## src/rtl/regfile_wb_arbiter_if.sv

```systemverilog
// Write-back request bundle for the two register-file write-back ports.
// Port 0 is the in-order pipeline; port 1 is the long-latency unit.
interface regfile_wb_arbiter_if;
  logic        wb0_vld;
  logic [4:0]  wb0_rd;
  logic [31:0] wb0_data;
  logic        wb0_rdy;
  logic        wb1_vld;
  logic [4:0]  wb1_rd;
  logic [31:0] wb1_data;
  logic        wb1_rdy;

  modport master (
    output wb0_vld, wb0_rd, wb0_data,
    output wb1_vld, wb1_rd, wb1_data,
    input  wb0_rdy, wb1_rdy
  );

  modport slave (
    input  wb0_vld, wb0_rd, wb0_data,
    input  wb1_vld, wb1_rd, wb1_data,
    output wb0_rdy, wb1_rdy
  );
endinterface

```

## src/rtl/regfile_wb_arbiter.sv

```systemverilog
// Shares the register-file write port between pipeline (port 0, priority) and
// long-latency write-back (port 1, starvation-guarded); x0 writes are dropped.
module regfile_wb_arbiter #(
  parameter int STARVE_LIMIT = 3
) (
  input  logic                 clk,
  input  logic                 rst_n,
  regfile_wb_arbiter_if.slave  wb,
  output logic                 RegWrite,
  output logic [4:0]           WriteRegister,
  output logic [31:0]          WriteData,
  output logic                 fwd_vld,
  output logic [4:0]           fwd_rd,
  output logic [31:0]          fwd_data
);

  localparam logic [3:0] LIMIT = 4'(STARVE_LIMIT);

  logic        req0, req1;
  logic        grant0, grant1;
  logic        acc0, acc1;
  logic [3:0]  starve_cnt_q, starve_cnt_d;
  logic        wr_q, wr_d;
  logic [4:0]  rd_q, rd_d;
  logic [31:0] data_q, data_d;

  // Only nonzero-rd requests compete; x0 requests are swallowed on sight.
  always_comb begin
    req0   = wb.wb0_vld && (wb.wb0_rd != 5'd0);
    req1   = wb.wb1_vld && (wb.wb1_rd != 5'd0);
    grant1 = req1 && (!req0 || (starve_cnt_q == LIMIT));
    grant0 = req0 && !grant1;
    acc0   = rst_n && wb.wb0_vld && ((wb.wb0_rd == 5'd0) || grant0);
    acc1   = rst_n && wb.wb1_vld && ((wb.wb1_rd == 5'd0) || grant1);
  end

  assign wb.wb0_rdy = acc0;
  assign wb.wb1_rdy = acc1;

  always_comb begin
    starve_cnt_d = starve_cnt_q;
    if (!wb.wb1_vld || acc1) begin
      starve_cnt_d = 4'd0;
    end else if (req1 && grant0 && (starve_cnt_q != LIMIT)) begin
      starve_cnt_d = starve_cnt_q + 4'd1;
    end
  end

  // Address/data hold when idle so the forwarding copy stays stable.
  always_comb begin
    wr_d   = grant0 || grant1;
    rd_d   = rd_q;
    data_d = data_q;
    if (grant0) begin
      rd_d   = wb.wb0_rd;
      data_d = wb.wb0_data;
    end else if (grant1) begin
      rd_d   = wb.wb1_rd;
      data_d = wb.wb1_data;
    end
  end

  always_ff @(posedge clk or negedge rst_n) begin
    if (!rst_n) begin
      starve_cnt_q <= 4'd0;
      wr_q         <= 1'b0;
      rd_q         <= 5'd0;
      data_q       <= 32'd0;
    end else begin
      starve_cnt_q <= starve_cnt_d;
      wr_q         <= wr_d;
      rd_q         <= rd_d;
      data_q       <= data_d;
    end
  end

  assign RegWrite      = wr_q;
  assign WriteRegister = rd_q;
  assign WriteData     = data_q;
  assign fwd_vld       = wr_q;
  assign fwd_rd        = rd_q;
  assign fwd_data      = data_q;

endmodule

```

## src/flat_wrapper.sv

```systemverilog
// flat-port wrapper written by rule: the top's interface ports become plain ports
module regfile_wb_arbiter_flat 
#(
  parameter int STARVE_LIMIT = 3
)
  (clk, rst_n, RegWrite, WriteRegister, WriteData, fwd_vld, fwd_rd, fwd_data, wb_wb0_vld, wb_wb0_rd, wb_wb0_data, wb_wb1_vld, wb_wb1_rd, wb_wb1_data, wb_wb0_rdy, wb_wb1_rdy);
  regfile_wb_arbiter_if wb_i ();
  input  logic clk;
  input  logic rst_n;
  output logic RegWrite;
  output logic [4:0] WriteRegister;
  output logic [31:0] WriteData;
  output logic fwd_vld;
  output logic [4:0] fwd_rd;
  output logic [31:0] fwd_data;
  input wire logic [$bits(wb_i.wb0_vld)-1:0] wb_wb0_vld;
  input wire logic [$bits(wb_i.wb0_rd)-1:0] wb_wb0_rd;
  input wire logic [$bits(wb_i.wb0_data)-1:0] wb_wb0_data;
  input wire logic [$bits(wb_i.wb1_vld)-1:0] wb_wb1_vld;
  input wire logic [$bits(wb_i.wb1_rd)-1:0] wb_wb1_rd;
  input wire logic [$bits(wb_i.wb1_data)-1:0] wb_wb1_data;
  output wire logic [$bits(wb_i.wb0_rdy)-1:0] wb_wb0_rdy;
  output wire logic [$bits(wb_i.wb1_rdy)-1:0] wb_wb1_rdy;
  assign wb_i.wb0_vld = wb_wb0_vld;
  assign wb_i.wb0_rd = wb_wb0_rd;
  assign wb_i.wb0_data = wb_wb0_data;
  assign wb_i.wb1_vld = wb_wb1_vld;
  assign wb_i.wb1_rd = wb_wb1_rd;
  assign wb_i.wb1_data = wb_wb1_data;
  assign wb_wb0_rdy = wb_i.wb0_rdy;
  assign wb_wb1_rdy = wb_i.wb1_rdy;
  regfile_wb_arbiter #(.STARVE_LIMIT(STARVE_LIMIT)) u_core (.clk(clk), .rst_n(rst_n), .wb(wb_i), .RegWrite(RegWrite), .WriteRegister(WriteRegister), .WriteData(WriteData), .fwd_vld(fwd_vld), .fwd_rd(fwd_rd), .fwd_data(fwd_data));
endmodule
```

## config.mk

```make
export PLATFORM = sky130hd
export DESIGN_NAME = regfile_wb_arbiter_flat
export DESIGN_NICKNAME = d
export VERILOG_FILES = /design/src/rtl/regfile_wb_arbiter_if.sv /design/src/rtl/regfile_wb_arbiter.sv /design/src/flat_wrapper.sv
export SDC_FILE = /design/constraint.sdc
export NUM_CORES = 1
export LEC_CHECK = 0
export ABC_AREA = 1
export ABC_CLOCK_PERIOD_IN_PS = 1400
export BUFFER_PORTS_ARGS = -buffer_cell sky130_fd_sc_hd__buf_2
export CAP_MARGIN = 20
export CELL_PAD_IN_SITES_DETAIL_PLACEMENT = 1
export CELL_PAD_IN_SITES_GLOBAL_PLACEMENT = 2
export CORE_ASPECT_RATIO = 0.6
export CORE_MARGIN = 3
export CORE_UTILIZATION = 21
export CTS_BUF_LIST = sky130_fd_sc_hd__clkbuf_4
export DETAILED_ROUTE_END_ITERATION = 7
export MAX_ROUTING_LAYER = met4
export PLACE_DENSITY = 0.84
export REMOVE_ABC_BUFFERS = 1
export SLEW_MARGIN = 25
export SYNTH_ARGS = -nofsm -noshare
export SYNTH_HDL_FRONTEND = slang
export SYNTH_SLANG_ARGS = --single-unit
```

## constraint.sdc

```tcl
create_clock -name clk -period 1.4 [get_ports clk]
set_input_delay 0.21 -clock clk [delete_from_list [all_inputs] [get_ports clk]]
set_output_delay 0.21 -clock clk [all_outputs]
set_load 0.01 [all_outputs]
```

# Word-level counts from Yosys, hierarchy flattened
# Cells that the tools add are included.
# totals
register_bits	42
latchBits	0
ramBits	0
romBits	0
wordCells	37
memories	0
# op_classes
addsub	1
n_mul	0
n_div	0
order_cmp	0
eq_ne	2
shift	0
n_mux	6
bitwise	0
reduce_logical	24
# op_table
cell	n
$mux W32	2
$logic_and A1 B1 Y1	10
$logic_not A5 Y1	2
$mux W5	2
$reduce_bool A5 Y1	2
$mux W4	2
$logic_or A1 B1 Y1	5
$add A4 B1 Y4 const B	1
$eq A4 B2 Y1 const B	1
$ne A4 B2 Y1 const B	1
$reduce_bool A2 Y1	2
$logic_not A1 Y1	3

# Depth between registers and ports, before layout
# Gate-level depths: netlist (run 1).
# depth
depth_word	11
mapped_depth	9
depth_no_buf	8

# Worst setup path before layout (run 1)
# OpenSTA, ideal clock, no wires.
# synth_timing
path_kind	reg-to-output
start	register u_core.starve_cnt_q[0]
end	output port wb_wb0_rdy
arrival_time_ns	1.278
slack_ns	-0.088
path_stages_with_launch	7
path_buffers	1
path_cell_list	dfrtp_1 -> ha_1 -> nand2_1 -> nand3b_4 -> nand2_4 -> buf_2 -> a21oi_1
# synth_via
elab_chain_len	7
# synth_lines
element	line	source
from (decl)	regfile_wb_arbiter.sv:22	logic [3:0] starve_cnt_q, starve_cnt_d;
from (signal assigned)	regfile_wb_arbiter.sv:70	starve_cnt_q <= starve_cnt_d;
$eq A4 B2 Y1	regfile_wb_arbiter.sv:31	grant1 = req1 && (!req0 || (starve_cnt_q == LIMIT));
$logic_or A1 B1 Y1	regfile_wb_arbiter.sv:31	
$logic_and A1 B1 Y1	regfile_wb_arbiter.sv:31	
$logic_not A1 Y1	regfile_wb_arbiter.sv:32	grant0 = req0 && !grant1;
$logic_and A1 B1 Y1	regfile_wb_arbiter.sv:32	
$logic_or A1 B1 Y1	regfile_wb_arbiter.sv:33	acc0 = rst_n && wb.wb0_vld && ((wb.wb0_rd == 5'd0) || grant0);
$logic_and A1 B1 Y1	regfile_wb_arbiter.sv:33	
to (decl)	flat_wrapper.sv:22	output wire logic [$bits(wb_i.wb0_rdy)-1:0] wb_wb0_rdy;
# Every way passes these cells.

# Worst setup path in the final report (run 1)
# Ends and elaborated chain as after synthesis.

==> metrics.md, run 1 <==
| Metric | Value |
|---|---|
| Result of the run | finished with violations |
| Violations in the final reports | setup timing |
| Highest attainable clock frequency | 0.5922 GHz |
| Power per cell area | 866.1 nW/um2 |
| Worst max-slew margin expressed relative to the limit | 79.66% |
| Pre-CTS setup slack | -61.57 ps |
| Number of buffers and inverters on the critical path | 1 |
| Category of the worst setup path capture point | primary output |
| Total of buffers placed on input and output ports | 155 |
| Max-capacitance violation count | 0 |
| Unrepaired setup endpoints after global routing | yes |
| Initial antenna violation count | 0 |
| Avg Cell Area, Syn | 8.641 um2 |
| Post-synthesis to final-layout area growth | 62.01% |
| Setup skew after layout | 11.31 ps |
| Overall global routing resource usage | 14.57% |
| Relative contribution of combinational cells to total power | 40.1% |
| Worst-skew pair later-pin latency | 360 ps |
| Slack of the critical path | -288.5 ps |
| DRC viols | 0 |
| Top fanout value on the critical path | 3 |
| Met3 global-route usage | 3.174% |
| CTS buffer count | 5 |
| Full die area | 13190 um2 |
| Post-synth EDFFs | 0 |
| DPL Wire Length | 6.651 mm |
| First-pass GRT wire length | 14.92 mm |
| Top FF cell, synth | sky130_fd_sc_hd__dfrtp_1 |
| Static leakage | 2.083 nW |
| Sequential share of the synthesized area | 42.38% |
| Antenna diodes | 0 |
| Mapped Area | 2480 um2 |
| Number of warning messages in the yosys log | 0 |
| Hold slack final | 57.54 ps |
| Share of flip-flops with an asynchronous set or reset after synthesis | 100.0% |
| Clock tree from TritonCTS | built |
| Critical path data required time | 1190 ps |
| First-pass DRT Iterations | 4 |
| Cell class contributing the biggest share of worst-path delay | flip-flops |
| CTS HTree Levels | 2 |
| Number of I/O pins | 156 |
| Number of endpoints failing setup at the final stage | 39 |
| CP Class | reg2out |
| Number of hold-slack violations in the final timing report | 0 |
| First-iteration detailed-routing DRC count | 51 |
| Met1 Use GR | 18.17% |
| Clk root buf | sky130_fd_sc_hd__clkbuf_4 |
| Post-synth cell types | 25 |
| Proportion of power drawn by the clock network | 17.2% |
| Net count of the finished layout | 509 |
| WL final | 9.526 mm |
| Clock slew at reported path FFs | 140 ps |
| Crit-path most repeated cell | sky130_fd_sc_hd__nand2_4 |
| Final antenna-violating net count | 0 |
| Flop and latch count out of synthesis | 42 |
| Portion of total power attributed to sequential cells | 42.6% |
| CP Launch Type | register |
| Internal power | 2.200 mW |
| Count of pins over their slew limit | 0 |
| Pin count of the biggest net entering global routing | 23 |
| Maximum vdd ir drop | 258.3 uV |
| Global placer's final weighted congestion | 0.7701 |
| Ordered list of cells on the worst path | ha_4, nand2_4, nand3b_4, nand2_4, a21oi_2, buf_2 |
| Slowest library cell on the worst path | sky130_fd_sc_hd__dfrtp_1 |
| Core Region | 11410 um2 |
| Detail-routed net length per standard cell | 16.12 um |
| Switching power of the nets | 1.280 mW |
| Final cycle utilization of the critical path | 120.6% |
| Chip Width | 146.3 um |
| Sum of negative setup slack | -9404 ps |
| Share of cells above drive strength 1 | 66.13% |
| Clock Sinks | 42 |
| Die span in y | 90.18 um |
| CP max stage delay | 440 ps |
| M2 GR Usage | 24.20% |
| Min Tclk post-route | 1688 ps |
| Routing layer with the top usage in global route | met2 |
| Row count | 30 |
| Slew at the pin with the worst max-slew slack | 305.1 ps |
| Max Root-Sink Buffers | 2 |
| Number of instances in the synthesized netlist | 287 |
| Hold/Removal Path Class | in2reg |
| Overall via count from detail_route | 2542 |
| Fraction of power spent switching nets | 36.78% |
| Arrival time of data at the critical path endpoint | 1480 ps |
| Starting Density | 21.73% |
| Vias in the first global route | 2766 |
| Final global-route overflow total | 0 |
| Via density per instance | 4.301 |
-- Yosys cell counts (2+ instances only) --
cell / count / area [um2]
sky130_fd_sc_hd__nor2_1: 5 / 18.77
sky130_fd_sc_hd__nand3_1: 54 / 270.3
sky130_fd_sc_hd__buf_2: 4 / 20.02
sky130_fd_sc_hd__nand4_1: 3 / 18.77
sky130_fd_sc_hd__buf_4: 43 / 322.8
sky130_fd_sc_hd__buf_6: 3 / 33.78
sky130_fd_sc_hd__nand2_4: 3 / 33.78
sky130_fd_sc_hd__a21oi_1: 5 / 25.02
sky130_fd_sc_hd__inv_4: 2 / 12.51
sky130_fd_sc_hd__dfrtp_1: 42 / 1051
sky130_fd_sc_hd__nand3_2: 22 / 220.2
sky130_fd_sc_hd__inv_1: 6 / 22.52
sky130_fd_sc_hd__nand2_1: 83 / 311.6
-- registers in the layout, summed over array words and instances (netlist names) --
signal                cells
u_core.WriteData         32
u_core.WriteRegister      5
u_core.starve_cnt_q       4
u_core.RegWrite           1
-- layout by cell type, fill, tap and decap left out --
cell,instances
sky130_fd_sc_hd__inv_12,1
sky130_fd_sc_hd__nand2_2,8
sky130_fd_sc_hd__nor2_2,2
sky130_fd_sc_hd__nor2_1,3
sky130_fd_sc_hd__o211ai_1,1
sky130_fd_sc_hd__a21oi_2,1
sky130_fd_sc_hd__nand3b_1,1
sky130_fd_sc_hd__nand3_2,55
sky130_fd_sc_hd__inv_2,1
sky130_fd_sc_hd__nand2_4,4
sky130_fd_sc_hd__buf_12,11
sky130_fd_sc_hd__clkinv_1,3
sky130_fd_sc_hd__dlygate4sd3_1,1
sky130_fd_sc_hd__nor2_4,1
sky130_fd_sc_hd__o21ai_2,1
sky130_fd_sc_hd__ha_4,1
sky130_fd_sc_hd__clkbuf_4,5
sky130_fd_sc_hd__nand3_1,5
sky130_fd_sc_hd__buf_2,155
sky130_fd_sc_hd__nand3b_4,1
sky130_fd_sc_hd__inv_4,1
sky130_fd_sc_hd__buf_8,3
sky130_fd_sc_hd__and3_1,1
sky130_fd_sc_hd__inv_1,6
sky130_fd_sc_hd__nand4_1,3
sky130_fd_sc_hd__xor2_1,1
sky130_fd_sc_hd__buf_16,4
sky130_fd_sc_hd__buf_4,13
sky130_fd_sc_hd__buf_6,1
sky130_fd_sc_hd__dfrtp_1,42
sky130_fd_sc_hd__nand2_1,75
sky130_fd_sc_hd__a21oi_1,4
sky130_fd_sc_hd__nand3_4,16
-- timing repair --
action,in CTS,in global routing
setup endpoints to repair,43,40
pin swaps,5,1
hold buffers,1,0
hold endpoints to repair,42,0
gates cloned,5,0
buffers inserted,10,2
resized for setup,84,28
-- cell type report --
| type | count | area (um2) |
|---|---|---|
| inverters | 9 | 48.80 |
| repair buffers | 188 | 1270 |
| multi-input cells | 184 | 1399 |
| fillers | 1374 | 7393 |
| well taps | 160 | 200.2 |
| flip-flops and latches | 42 | 1051 |
| clock inverters | 3 | 11.26 |
| clock buffers | 5 | 37.54 |
-- worst paths after layout --
kind	end	start	cells after the start	slack (ps)
setup / recovery	wb_wb0_rdy	u_core.starve_cnt_q[0]$_DFFE_PN0P_	6	-290
hold / removal	u_core.WriteData[11]$_DFFE_PN0P_	wb_wb0_data[11]	3	60
setup reg to reg	u_core.WriteRegister[0]$_DFFE_PN0P_	u_core.starve_cnt_q[0]$_DFFE_PN0P_	10	-280
hold reg to reg	u_core.WriteRegister[4]$_DFFE_PN0P_	u_core.WriteRegister[4]$_DFFE_PN0P_	2	530
max in group asynchronous	u_core.WriteData[14]$_DFFE_PN0P_	rst_n	3	670
min in group asynchronous	u_core.WriteRegister[0]$_DFFE_PN0P_	rst_n	2	210
-- cells by family (layout without fill, tap and decap cells) --
group	count (synthesis)	in the layout	share of synthesized area, %
and+or+nand+nor	175	175	37.08
buffers and inverters	61	205	18.16
DFF	42	42	42.38
AOI/OAI and AO/OA	7	7	1.513
adders and majority gates	1	1	0.5045
xor gates and xnor gates	1	1	0.3532
-- worst min-delay path, cell delays in order --
cell and delay (ps):
sky130_fd_sc_hd__buf_2 80, sky130_fd_sc_hd__nand2_2 50, sky130_fd_sc_hd__nand3_2 50
-- layer usage --
metal  part of all wire, %  routed length, um  up-vias
li1                      -                  -     1188
met2                    50               4772      103
met4                  0.55                 52        0
met1                    43               4103     1246
met3                   6.3                599        5
met5                     0                  0        -
-- power groups by stage --
stage               clock [mW]  combinational [mW]  sequential (mW)
finish                   0.600                1.40             1.48
CTS                      0.660                1.36             1.48
floorplan                    0               0.315             1.62
global route             0.693                1.51             1.51
detailed placement           0                1.08             1.50
global placement             0                1.06             1.49
-- stage by stage --
step / instances / power (mW) / instance area (um2) / util [%]
floorplan: 235 / 1.937 / 2068 / -
global placement: 567 / 2.550 / 3247 / 28.45
detailed placement: 567 / 2.580 / 3247 / 28.45
CTS: 591 / 3.496 / 3880 / 34.00
global route: 591 / 3.719 / 4018 / 35.21
finish: 591 / 3.480 / 4018 / 35.21
(Power assumes the default switching activity.)
==> run 2, diff against run 1 <==
--- a/config.mk
+++ b/config.mk
@@ -18,7 +18,6 @@
 export DETAILED_ROUTE_END_ITERATION = 7
 export MAX_ROUTING_LAYER = met4
 export PLACE_DENSITY = 0.84
-export REMOVE_ABC_BUFFERS = 1
 export SLEW_MARGIN = 25
 export SYNTH_ARGS = -nofsm -noshare
 export SYNTH_HDL_FRONTEND = slang
==> metrics.md, run 2 (synthesized netlist as in run 1, its figures left out) <==
| Metric | Value |
|---|---|
| Result of the run | finished with violations |
| Violations in the final reports | setup timing |
| Detail-routed net length per standard cell | 16.87 um |
| Row count | 30 |
| CTS HTree Levels | 2 |
| Arrival time of data at the critical path endpoint | 1510 ps |
| Clock Sinks | 42 |
| Vias in the first global route | 2792 |
| Worst-skew pair later-pin latency | 370 ps |
| Clock slew at reported path FFs | 150 ps |
| Number of instances in the placed design | 568 |
| Via density per instance | 4.307 |
| Final cycle utilization of the critical path | 123.0% |
| Antenna diodes | 0 |
| Pin count of the biggest net entering global routing | 25 |
| Highest attainable clock frequency | 0.5805 GHz |
| Static leakage | 2.144 nW |
| Die span in y | 90.18 um |
| Post-synthesis to final-layout area growth | 66.15% |
| Chip Width | 146.3 um |
| CP max stage delay | 410 ps |
| Most common cell after layout, fill and taps aside | sky130_fd_sc_hd__buf_2 |
| Overall global routing resource usage | 15.54% |
| Total of buffers placed on input and output ports | 155 |
| Top fanout value on the critical path | 3 |
| M2 GR Usage | 24.47% |
| Met3 global-route usage | 3.627% |
| Nets in the synthesized netlist | 366 |
| Most frequent cells in the layout | sky130_fd_sc_hd__buf_2 (153), sky130_fd_sc_hd__nand2_1 (69), sky130_fd_sc_hd__nand3_2 (60) |
| First-pass DRT Iterations | 4 |
| Hold/Removal Path Class | in2reg |
| Slew at the pin with the worst max-slew slack | 332.1 ps |
| Overall via count from detail_route | 2567 |
| Slowest library cell on the worst path | sky130_fd_sc_hd__dfrtp_1 |
| First-iteration detailed-routing DRC count | 71 |
| Number of hold-slack violations in the final timing report | 0 |
| Slack of the critical path | -322.7 ps |
| CTS buffer count | 5 |
| Category of the worst setup path capture point | primary output |
| Clock tree from TritonCTS | built |
| Max Root-Sink Buffers | 2 |
| Count of pins over their slew limit | 0 |
| First-pass GRT wire length | 15.76 mm |
| Final antenna-violating net count | 0 |
| Flip-flop count of the largest register after layout | 32 |
| Setup skew after layout | 17.43 ps |
| Ordered list of cells on the worst path | ha_2, nand2_4, nand2_2, o21ai_1, buf_4, inv_2, buf_6 |
| Starting Density | 21.73% |
| Full die area | 13190 um2 |
| Number of buffers and inverters on the critical path | 3 |
| CP Launch Type | register |
| Min Tclk post-route | 1723 ps |
| Core Region | 11410 um2 |
| Number of endpoints failing setup at the final stage | 39 |
| Share of cells above drive strength 1 | 69.27% |
| Total power of the final layout | 3.911 mW |
| Sum of negative setup slack | -7317 ps |
| Final non-filler cell total | 596 |
| Initial antenna violation count | 0 |
| Worst max-slew margin expressed relative to the limit | 77.86% |
| Maximum vdd ir drop | 332.8 uV |
| Hold slack final | 42.00 ps |
| Critical path data required time | 1190 ps |
| Final global-route overflow total | 0 |
| Routing layer with the top usage in global route | met2 |
| Max-capacitance violation count | 0 |
| Net count of the finished layout | 514 |
| Number of I/O pins | 156 |
| DRC viols | 0 |
| Power per cell area | 949.1 nW/um2 |
| CP Class | reg2out |
| Global placer's final weighted congestion | 0.8026 |
| DPL Wire Length | 6.583 mm |
| Setup slack of the most critical reg-to-reg path | -240 ps |
| Clk root buf | sky130_fd_sc_hd__clkbuf_4 |
| WL final | 10.06 mm |
| Met1 Use GR | 20.70% |
| Cell class contributing the biggest share of worst-path delay | flip-flops |
| Final standard cell utilization of the core | 36.11% |
| Unrepaired setup endpoints after global routing | yes |
==> run 2: stage by stage <==
stage,setup WS (ps),area [um2]
after floorplan,0.4661,2496
after global placement,-58.44,3231
after detailed placement,-128.4,3231
after CTS,-330.9,4020
after global routing,-399.7,4120
final,-322.7,4120
==> run 2: cell type report <==
cell class                      instances  area (um2)
Clock inverter                          3       63.81
Timing Repair Buffer                  188        1217
Inverter                                9       52.55
Multi-Input combinational cell        184        1423
Clock buffer                            5       37.54
Tap cell                              160       200.2
Timing Repair inverter                  5       75.07
Sequential cell                        42        1051
Fill cell                            1355        7291
==> run 2: path summary, 6_finish.rpt <==
path | from | endpoint | cells past startpoint
max reg2reg | u_core.starve_cnt_q[0]$_DFFE_PN0P_ | u_core.WriteData[17]$_DFFE_PN0P_ | 10
min reg2reg | u_core.WriteData[4]$_DFFE_PN0P_ | u_core.WriteData[4]$_DFFE_PN0P_ | 2
min | wb_wb0_data[16] | u_core.WriteData[16]$_DFFE_PN0P_ | 3
min in group asynchronous | rst_n | u_core.WriteRegister[0]$_DFFE_PN0P_ | 3
max | u_core.starve_cnt_q[1]$_DFFE_PN0P_ | wb_wb1_rdy | 7
max in group asynchronous | rst_n | u_core.WriteData[8]$_DFFE_PN0P_ | 4
==> run 2: per-layer routing <==
metal	wire [um]	part of all wire (%)	vias to the layer above
met5	0	0	-
li1	-	-	1204
met2	4851	48	85
met1	4676	46	1276
met4	34	0.34	0
met3	494	4.9	2
==> run 2: timing repair <==
action,4_1_cts,5_1_grt
hold endpoints to repair,18,0
gates cloned,9,0
setup endpoints to repair,39,43
pin swaps,17,7
gates resized for setup,101,30
buffers inserted,13,4
hold buffers,1,0
==> run 2: report_power, final <==
group / switching, mW / total [mW] / internal (mW) / leakage [nW]
Sequential: 0.117 / 1.48 / 1.36 / 0.504
Clock: 0.457 / 1.01 / 0.550 / 0.0528
Combinational: 0.776 / 1.43 / 0.651 / 1.59
==> run 2: worst register-to-register path, delay by kind of cell, from the launching register on <==
family | cells | cell delay [ps]
buffers and inverters | 4 | 500
adders and majority gates | 1 | 210
DFF | 1 | 390
and+or+nand+nor | 5 | 440
==> run 3, diff against run 2 <==
--- a/config.mk
+++ b/config.mk
@@ -13,11 +13,10 @@
 export CELL_PAD_IN_SITES_GLOBAL_PLACEMENT = 2
 export CORE_ASPECT_RATIO = 0.6
 export CORE_MARGIN = 3
-export CORE_UTILIZATION = 21
-export CTS_BUF_LIST = sky130_fd_sc_hd__clkbuf_4
+export CORE_UTILIZATION = 20
 export DETAILED_ROUTE_END_ITERATION = 7
 export MAX_ROUTING_LAYER = met4
-export PLACE_DENSITY = 0.84
+export PLACE_DENSITY = 0.81
 export SLEW_MARGIN = 25
 export SYNTH_ARGS = -nofsm -noshare
 export SYNTH_HDL_FRONTEND = slang
==> metrics.md, run 3 (synthesized netlist as in run 1, its figures left out) <==
| Metric | Value |
|---|---|
| Result of the run | finished with violations |
| Violations in the final reports | setup timing |
| Unrepaired setup endpoints after global routing | yes |
| Clk root buf | sky130_fd_sc_hd__clkbuf_16 |
| Internal power | 2.662 mW |
| CTS HTree Levels | 2 |
| Overall via count from detail_route | 2489 |
| Final cycle utilization of the critical path | 115.3% |
| WL final | 9.348 mm |
| Post-detailed-placement cell area | 3243 um2 |
| Portion of total power attributed to sequential cells | 37.6% |
| Total of buffers placed on input and output ports | 155 |
| Setup slack of the most critical reg-to-reg path | -200 ps |
| Worst max-slew margin expressed relative to the limit | 82.68% |
| Min Tclk post-route | 1614 ps |
| Die span in y | 92.26 um |
| Final global-route overflow total | 0 |
| Total non-filler cell area in the finished layout | 3835 um2 |
| Hold slack final | 137.8 ps |
| CP Class | reg2out |
| Arrival time of data at the critical path endpoint | 1400 ps |
| Antenna diodes | 0 |
| Max Root-Sink Buffers | 2 |
| Row count | 30 |
| Vias in the first global route | 2689 |
| First-pass DRT Iterations | 4 |
| DRC viols | 0 |
| Count of filler cells inserted in the layout | 1425 |
| Post-synthesis to final-layout area growth | 54.64% |
| Flip-flop count of the largest register after layout | 32 |
| Share of cells above drive strength 1 | 59.21% |
| Hold/Removal Path Class | in2reg |
| Final antenna-violating net count | 0 |
| Power per cell area | 1025 nW/um2 |
| Global placer's final weighted congestion | 0.7475 |
| Proportion of power drawn by the clock network | 30.2% |
| CP Launch Type | register |
| Clock tree from TritonCTS | built |
| Most frequent cells in the layout | sky130_fd_sc_hd__buf_2 (154), sky130_fd_sc_hd__nand2_1 (75), sky130_fd_sc_hd__dfrtp_1 (42) |
| Via density per instance | 4.226 |
| Pin count of the biggest net entering global routing | 37 |
| Starting Density | 21.18% |
| Number of endpoints failing setup at the final stage | 41 |
| Critical path data required time | 1190 ps |
| Slew at the pin with the worst max-slew slack | 259.7 ps |
| Slack of the critical path | -214.2 ps |
| DPL Wire Length | 6.744 mm |
| Total power of the final layout | 3.933 mW |
| Initial antenna violation count | 0 |
| Top fanout value on the critical path | 3 |
| Net count of the finished layout | 507 |
| Full die area | 13820 um2 |
| CTS buffer count | 5 |
| Category of the worst setup path capture point | primary output |
| Nets in the synthesized netlist | 366 |
| Highest attainable clock frequency | 0.6195 GHz |
| Core Region | 11710 um2 |
| Count of pins over their slew limit | 0 |
| Detail-routed net length per standard cell | 15.87 um |
| First-iteration detailed-routing DRC count | 70 |
| Final standard cell utilization of the core | 32.75% |
| Clock Sinks | 42 |
| Fraction of power spent switching nets | 32.31% |
| Most common cell after layout, fill and taps aside | sky130_fd_sc_hd__buf_2 |
| Maximum vdd ir drop | 390.9 uV |
| Worst-skew pair later-pin latency | 280 ps |
| Chip Width | 149.8 um |
| Switching power of the nets | 1.271 mW |
| First-pass GRT wire length | 13.68 mm |
| Setup skew after layout | 4.434 ps |
| Max-capacitance violation count | 0 |
| Number of hold-slack violations in the final timing report | 0 |
| Pre-CTS setup slack | -121.2 ps |
| Number of I/O pins | 156 |
| Static leakage | 2.017 nW |
| Relative contribution of combinational cells to total power | 32.1% |
| Overall global routing resource usage | 12.66% |
| Clock slew at reported path FFs | 60 ps |
## run 3: final cells by class
cell class,count,area [um2],area share [%]
Timing Repair Buffer,186,1217,31.75
Multi-Input combinational cell,184,1166,30.41
Inverter,9,52.55,1.370
Clock inverter,1,5.005,0.1305
Tap cell,160,200.2,5.220
Clock buffer,7,142.6,3.719
Sequential cell,42,1051,27.41
## run 3: power by group through the flow
stage / sequential (mW) / combinational [mW] / clock [mW]
floorplan: 1.55 / 0.625 / 0
global placement: 1.49 / 1.05 / 0
detailed placement: 1.50 / 1.07 / 0
CTS: 1.48 / 1.11 / 1.24
global route: 1.50 / 1.39 / 1.29
finish: 1.48 / 1.26 / 1.19
## run 3: final timing paths
check	from	to	cells after the start
max in group asynchronous	rst_n	u_core.WriteData[11]$_DFFE_PN0P_	3
min in group asynchronous	rst_n	u_core.WriteRegister[1]$_DFFE_PN0P_	3
max reg2reg	u_core.starve_cnt_q[0]$_DFFE_PN0P_	u_core.WriteData[7]$_DFFE_PN0P_	9
max	u_core.starve_cnt_q[0]$_DFFE_PN0P_	wb_wb0_rdy	6
min reg2reg	u_core.WriteData[24]$_DFFE_PN0P_	u_core.WriteData[24]$_DFFE_PN0P_	2
min	wb_wb0_data[30]	u_core.WriteData[30]$_DFFE_PN0P_	3
## run 3: per-stage QoR
| step | TNS [ps] | std cells |
|---|---|---|
| after floorplan | 0 | 287 |
| after global placement | -1593 | 568 |
| after detailed placement | -3841 | 568 |
| after CTS | -2837 | 579 |
| after global routing | -10120 | 589 |
| final | -7084 | 589 |
## run 3: critical path, cell delays in order (launching register included)
cell and delay, ps:
sky130_fd_sc_hd__dfrtp_1 390, sky130_fd_sc_hd__ha_2 200, sky130_fd_sc_hd__nand2_2 80, sky130_fd_sc_hd__nand3b_4 140
sky130_fd_sc_hd__nand2_4 60, sky130_fd_sc_hd__a21oi_4 110, sky130_fd_sc_hd__buf_2 140
## run 3: per-layer routing
layer	global-route usage, %	vias to the layer above	routed length (um)
li1	-	1186	-
met1	16.99	1197	4442
met2	19.25	99	4153
met3	3.358	7	676
met4	2.740	0	76
met5	-	-	0
## run 3: timing repair
action                                  4_1_cts  5_1_grt
cloned                                        0        7
hold buffers                                  2        0
resized for setup                            12       43
pin swaps                                     3       10
endpoints found under the setup margin       42       43
buffers inserted                              1        3
hold endpoints to repair                     18        0
